===== src/rtl/uart_rx_ctrl.sv =====
// rtl/uart_rx_ctrl.sv - UART receive controller driven by mid-bit ticks from a baud generator
// Optional odd/even parity; good bytes, frame errors and parity errors are reported as one-cycle strobes.
module uart_rx_ctrl #(
  parameter int PARITY = 0
) (
  input  logic       clk,
  input  logic       rst_n,
  input  logic       rs232_rx,
  input  logic       bps_clk,
  output logic       bps_en,
  output logic [7:0] rx_data,
  output logic       rx_valid,
  output logic       rx_frame_err,
  output logic       rx_parity_err,
  output logic       rx_busy
);

  typedef enum logic [2:0] {
    S_IDLE,
    S_START,
    S_DATA,
    S_PARITY,
    S_STOP,
    S_WAIT_HI
  } state_t;

  state_t      state_q;
  logic        sync1_q, sync2_q, sync3_q;
  logic [7:0]  shreg_q;
  logic [2:0]  bit_cnt_q;
  logic        par_q;
  logic        bps_en_q, rx_valid_q, rx_frame_err_q, rx_parity_err_q, rx_busy_q;
  logic [7:0]  rx_data_q;
  logic        fall_edge;
  logic        parity_ok;

  assign fall_edge = !sync2_q && sync3_q;

  always_comb begin
    parity_ok = 1'b1;
    if (PARITY == 1)      parity_ok = (^{shreg_q, par_q}) == 1'b1;
    else if (PARITY == 2) parity_ok = (^{shreg_q, par_q}) == 1'b0;
  end

  always_ff @(posedge clk or negedge rst_n) begin
    if (!rst_n) begin
      state_q         <= S_IDLE;
      sync1_q         <= 1'b1;
      sync2_q         <= 1'b1;
      sync3_q         <= 1'b1;
      shreg_q         <= 8'h00;
      bit_cnt_q       <= 3'd0;
      par_q           <= 1'b0;
      bps_en_q        <= 1'b0;
      rx_data_q       <= 8'h00;
      rx_valid_q      <= 1'b0;
      rx_frame_err_q  <= 1'b0;
      rx_parity_err_q <= 1'b0;
      rx_busy_q       <= 1'b0;
    end else begin
      sync1_q         <= rs232_rx;
      sync2_q         <= sync1_q;
      sync3_q         <= sync2_q;
      rx_valid_q      <= 1'b0;
      rx_frame_err_q  <= 1'b0;
      rx_parity_err_q <= 1'b0;
      case (state_q)
        S_IDLE: begin
          if (fall_edge) begin
            state_q   <= S_START;
            bps_en_q  <= 1'b1;
            rx_busy_q <= 1'b1;
            bit_cnt_q <= 3'd0;
          end
        end
        S_START: begin
          // A high sample at mid start bit means the edge was only a glitch.
          if (bps_clk) begin
            if (sync2_q) begin
              state_q   <= S_IDLE;
              bps_en_q  <= 1'b0;
              rx_busy_q <= 1'b0;
            end else begin
              state_q <= S_DATA;
            end
          end
        end
        S_DATA: begin
          if (bps_clk) begin
            shreg_q   <= {sync2_q, shreg_q[7:1]};
            bit_cnt_q <= bit_cnt_q + 3'd1;
            if (bit_cnt_q == 3'd7) state_q <= (PARITY != 0) ? S_PARITY : S_STOP;
          end
        end
        S_PARITY: begin
          if (bps_clk) begin
            par_q   <= sync2_q;
            state_q <= S_STOP;
          end
        end
        S_STOP: begin
          if (bps_clk) begin
            bps_en_q <= 1'b0;
            if (sync2_q) begin
              state_q   <= S_IDLE;
              rx_busy_q <= 1'b0;
              if (parity_ok) begin
                rx_data_q  <= shreg_q;
                rx_valid_q <= 1'b1;
              end else begin
                rx_parity_err_q <= 1'b1;
              end
            end else begin
              rx_frame_err_q <= 1'b1;
              state_q        <= S_WAIT_HI;
            end
          end
        end
        S_WAIT_HI: begin
          // Held-low line (break) must return high before another start is accepted.
          if (sync2_q) begin
            state_q   <= S_IDLE;
            rx_busy_q <= 1'b0;
          end
        end
        default: begin
          state_q   <= S_IDLE;
          bps_en_q  <= 1'b0;
          rx_busy_q <= 1'b0;
        end
      endcase
    end
  end

  assign bps_en        = bps_en_q;
  assign rx_data       = rx_data_q;
  assign rx_valid      = rx_valid_q;
  assign rx_frame_err  = rx_frame_err_q;
  assign rx_parity_err = rx_parity_err_q;
  assign rx_busy       = rx_busy_q;

endmodule


===== config.mk =====
export PLATFORM = sky130hd
export DESIGN_NAME = uart_rx_ctrl
export DESIGN_NICKNAME = d
export VERILOG_FILES = /design/src/rtl/uart_rx_ctrl.sv
export SDC_FILE = /design/constraint.sdc
export NUM_CORES = 1
export LEC_CHECK = 0
export BUFFER_PORTS_ARGS = -buffer_cell sky130_fd_sc_hd__buf_2
export CAP_MARGIN = 5
export CORE_MARGIN = 10
export CORE_UTILIZATION = 50
export CTS_CLUSTER_DIAMETER = 200
export DETAILED_ROUTE_END_ITERATION = 8
export PLACE_DENSITY = 0.76
export SLEW_MARGIN = 30
export SYNTH_ARGS = -nofsm -noshare
export SYNTH_HDL_FRONTEND = slang
export SYNTH_SLANG_ARGS = --single-unit

===== constraint.sdc =====
create_clock -name clk -period 2.2 [get_ports clk]
set_input_delay 0.44 -clock clk [delete_from_list [all_inputs] [get_ports clk]]
set_output_delay 0.44 -clock clk [all_outputs]
set_load 0.01 [all_outputs]

After elaboration in Yosys (flattened, before gate mapping)
Cells that the tools add are included.
{ "totals": {"elab_cells": 69, "regBits": 29, "out_inout_bits": 13, "inputBits": 4} }
{ "classes": {"addsub": 1, "mux": 27, "n_reduce_logical": 13, "bitwise": 2, "n_eq_ne": 15} }
{ "ops": {"columns": ["operator", "count"], "rows": [
  ["$mux W3", 10],
  ["$pmux W3 S6", 1],
  ["$ne A2 B2 Y1 const B", 8],
  ["$mux W1", 12],
  ["$eq A3 B3 Y1 const B", 3],
  ["$reduce_and A3 Y1", 3],
  ["$pmux W1 S4", 2],
  ["$reduce_and A7 Y1", 1],
  ["$eq A3 B2 Y1 const B", 2],
  ["$pmux W3 S2", 1],
  ["$reduce_and A5 Y1", 1],
  ["$reduce_or A2 Y1", 2],
  ["$add A3 B1 Y3 const B", 1],
  ["$eq A3 B1 Y1 const B", 1],
  ["$logic_not A3 Y1", 1],
  ["$reduce_or A3 Y1", 1],
  ["$mux W2", 1],
  ["$ne A2 B1 Y1 const B", 1],
  ["$not A1 Y1", 2],
  ["$reduce_and A2 Y1", 1],
  ["$reduce_bool A2 Y1", 1],
  ["$logic_and A1 B1 Y1", 1],
  ["$logic_not A1 Y1", 1]
]} }

Depth between registers and ports, before layout
{ "depth": {"ltp_word": 4, "ltp_mapped": 6, "ltp_nobuf": 6} }

Worst setup path after synthesis
No wires, ideal clock.
{ "synth_timing": {"kind": "reg-to-reg", "start": "register sync3_q", "end": "register rx_busy_q, in the netlist rx_busy", "setup_slack_ns": 0.727, "arrival_ns": 1.353, "setup_time_ns": 0.120, "path_stages_with_launch": 4, "path_buffers": 0, "path_cell_list": "dfstp_2 > or4b_4 > a21o_1 > a31o_1"} }
{ "synth_via": {"elab_chain_cells": 3} }
{ "synth_lines": {"columns": ["item", "line_no", "rtl"], "rows": [
  ["from (decl)", "28", "logic sync1_q, sync2_q, sync3_q;"],
  ["from (signal assigned)", "63", "sync3_q <= sync2_q;"],
  ["$logic_and A1 B1 Y1", "37", "assign fall_edge = !sync2_q && sync3_q;"],
  ["$ne A2 B2 Y1 (no source line)", null, null],
  ["$reduce_and A3 Y1 (no source line)", null, null],
  ["to (signal assigned)", "59", "rx_busy_q <= 1'b0;"],
  ["to (signal assigned)", "72", "rx_busy_q <= 1'b1;"],
  ["to (signal assigned)", "82", "rx_busy_q <= 1'b0;"],
  ["to (decl)", "32", "logic bps_en_q, rx_valid_q, rx_frame_err_q, rx_parity_err_q, rx_busy_q;"]
]} }
Every way passes these cells.
A chain may end at the register's enable or synchronous reset.

Final worst setup path
{ "layout_timing": {"start": "register state_q[2]", "end": "register shreg_q[0]"} }
{ "layout_via": {"elab_chain_cells": 2} }
{ "layout_lines": {"columns": ["item", "line_no", "rtl"], "rows": [
  ["from (decl)", "27", "state_t state_q;"],
  ["from (signal assigned)", "92", "if (bit_cnt_q == 3'd7) state_q <= (PARITY != 0) ? S_PARITY : S_STOP;"],
  ["$eq A3 B2 Y1", "67", "case (state_q)"],
  ["$reduce_and A2 Y1 (no source line)", null, null],
  ["to (signal assigned)", "90", "shreg_q <= {sync2_q, shreg_q[7:1]};"],
  ["to (decl)", "29", "logic [7:0] shreg_q;"]
]} }
Every way passes these cells.

==> results.md <==
- Final Cycle Share: 77.15%
- Yosys cell types: 34
- Area grow syn2layout: 7.596%
- Top-area cell type share of the netlist area: 50.00%
- CP Class: register to register
- N_diodes: 0
- Worst setup EP type: register
- Clk sink count: 29
- Syn nets: a little over 100
- Initial antenna violation count: 0
- Max Cap Viol: 0
- Outcome: completed
- Synth area leader: dfrtp_1
- FF-to-FF End: shreg_q[0]$_DFFE_PN0P_
- Via count: roughly 770
- Ys Warns: 0
- Clk_skew: 0.01104 ns
- TritonCTS Buffers: 5
- # nets final: roughly 120
- Seq/Total Area, Yosys: roughly 56%
- Setup Fix Bufs, Post-CTS: 0
- Final setup viols: 0
- Flop-to-flop setup slack: ~0.50 ns
- Post-cts sizing count: 0
- Leak: 0.7170 nW
- FP Rows: 18
- Synthesized flop and latch total: 29
- WL/cell: about 14 microns
- First-pass GRT wire length: between 3000 and 4000 microns
- Achievable Freq: around 0.59 GHz
- Total negative setup slack: 0 ns
- CTS tree: built
- Layout cells sized above 1: around 42%
- Clock buffer depth: 2
- Drt first-iter violations: 34
- Reg2reg start: state_q[2]$_DFFE_PN0P_
- Overall routing resource usage: under 10%
- Number of remaining DRC errors: 0
- DR pass1 iterations: 4
- Wirelength, routed: around 2000 microns
- # hold bufs at CTS: 0
- Routed Antenna Nets: 0
- Final hold viol count: 0
- Inst Count DP: roughly 140
- Clock Tree Root: clkbuf_4
- Dpl hpwl: ~1400 microns
- Worst vdd ir: between 500 and 600 uV
- Avg Inst Size Synth: approximately 14 sq um
- Die Ht: just over 70 microns
- Gr ovfl total: 0
- Data arrival, critical path: around 1.9 ns
- Critical Path Source Type: register
- IO Port Bufs: 15
- Top post-synthesis cells by area: dfrtp_1 50%, mux2_2 16%, dfstp_2 6.1%
- Worst-skew pair later-pin latency: approximately 0.32 ns
- Final Power: approximately 1.3 mW
- Clock transition at the registers of the reported paths: 0.10 ns
- Syn Std Cell Area: roughly 1300 sq um
- Worst EP required: ~2.4 ns
- Vias per cell: around 5.4
- Core region area: roughly 2500 sq um
- Finished Layout Cells: 143
- Worst-Margin Slew: ~0.6 ns
- Fin. max-slew vios: 0
- Fin crit period: roughly 1.7 ns
- Die Wd: between 70 and 80 microns
- Worst hold path class: input port to asynchronous set/reset pin
- I/O pins: 17
- RD Place Congestion: approximately 0.83
- FF-to-FF path depth: 3
- Mapped Cells: 96
- Area of the die: slightly above 5000 sq um
- Normalized max-slew margin: 59.60%
- Worst-path maximum fanout: 13
- H-tree depth: 2
- CP endpoint: shreg_q[0]$_DFFE_PN0P_
- Starting Density: a little over half
- RSZ-0062 raised after global routing: false
- CP startpoint: state_q[2]$_DFFE_PN0P_
- Largest net degree at the start of global routing: 30
- P per Cell Area: ~960 nW/um^2
- Vias in the first global route: 767
==> cell usage after synthesis (all sizes together) <==
cell type  count
a21o           2
a21oi          2
a22o           2
a22oi          1
a31o           1
a31oi          1
a32oi          1
and2           2
and3           1
buf            5
clkbuf         3
conb           1
dfrtp         26
dfstp          3
ha             2
mux2          18
nand2          1
nand2b         1
nand3          2
nand3b         3
nor2           3
nor3           1
nor3b          2
o21a           2
o21ai          4
o311a          1
o32ai          1
or2b           1
or3            1
or4b           1
xor2           1
==> area by class of cell <==
type / instances / area, sq um
fill: 217 / 1077
sequential: 29 / 729.5
multi-input combinational: 59 / 488.0
timing repair buffer: 17 / 90.09
clock buffer: 5 / 37.54
tap: 30 / 37.54
clock inverter: 3 / 17.52
==> how the worst min path moves through the flow <==
stage | endpoint | cells after the start
final | state_q[1]$_DFFE_PN0P_ | 1
after floorplan | bit_cnt_q[0]$_DFFE_PN0P_ | 0
after CTS | rx_valid$_DFF_PN0_ | 1
after global placement | sync2_q$_DFF_PN1_ | 0
after global routing | rx_data[3]$_DFFE_PN0P_ | 1
after detailed placement | sync2_q$_DFF_PN1_ | 0
==> power by group <==
part | leakage (nW) | switching, mW | internal (mW)
Sequential | 0.387 | 0.0902 | 0.608
Clock | 0.0310 | 0.185 | 0.120
Combinational | 0.299 | 0.162 | 0.181
==> layout by cell type, fill, tap and decap left out, drive strengths merged, types with 2 or more instances in the layout <==
cell type / n
a22o: 2
and2: 2
dfrtp: 26
nor2: 3
o21ai: 4
ha: 2
nand3: 2
nor3b: 2
dfstp: 3
nand3b: 3
mux2: 18
clkbuf: 5
a21o: 2
clkinv: 2
o21a: 2
a21oi: 2
buf: 17
==> critical path, stage by stage (launching register included) <==
cell	delay, ns
dfrtp_1	0.52
nor2_1	0.24
and2_1	0.44
mux2_2	0.39
==> metal layers <==
layer	vias to the layer above	global-route usage (%)	wire, microns
met4	0	5.161	43
met1	365	9.852	924
met5	-	0	0
met2	18	12.66	930
li1	378	-	-
met3	6	4.045	109
==> kinds of logic (layout without fill, tap and decap cells) <==
group           count (synthesis)  in the layout  synth area share, %
compound gates                 18             18                9.808
xor+xnor                        1              1               0.6732
fa+ha+maj                       2              2                1.923
buf+inv                         8             25                6.442
flops                          29             29                56.06
mux                            18             18                15.58
other cells                     1              1               0.2882
simple gates                   19             19                9.230
==> state kept, by name, summed over array words and instances (netlist names) <==
signal and count:
sync1_q 1, rx_busy 1, rx_data 8, sync2_q 1, rx_valid 1, bps_en 1
rx_frame_err 1, state_q 3, shreg_q 8, sync3_q 1, bit_cnt_q 3
==> metrics by stage <==
step	setup WS, ns	cell area, sq um	utilization [%]	hold slack, ns
floorplan	0.7270	1301	-	0.1444
detailed placement	0.5017	1345	54.29	0.3485
global placement	0.5425	1345	54.29	0.3461
CTS	0.5090	1400	56.52	0.1391
global route	0.4040	1400	56.52	0.1449
finish	0.5027	1400	56.52	0.1147
(Power assumes the default switching activity.)
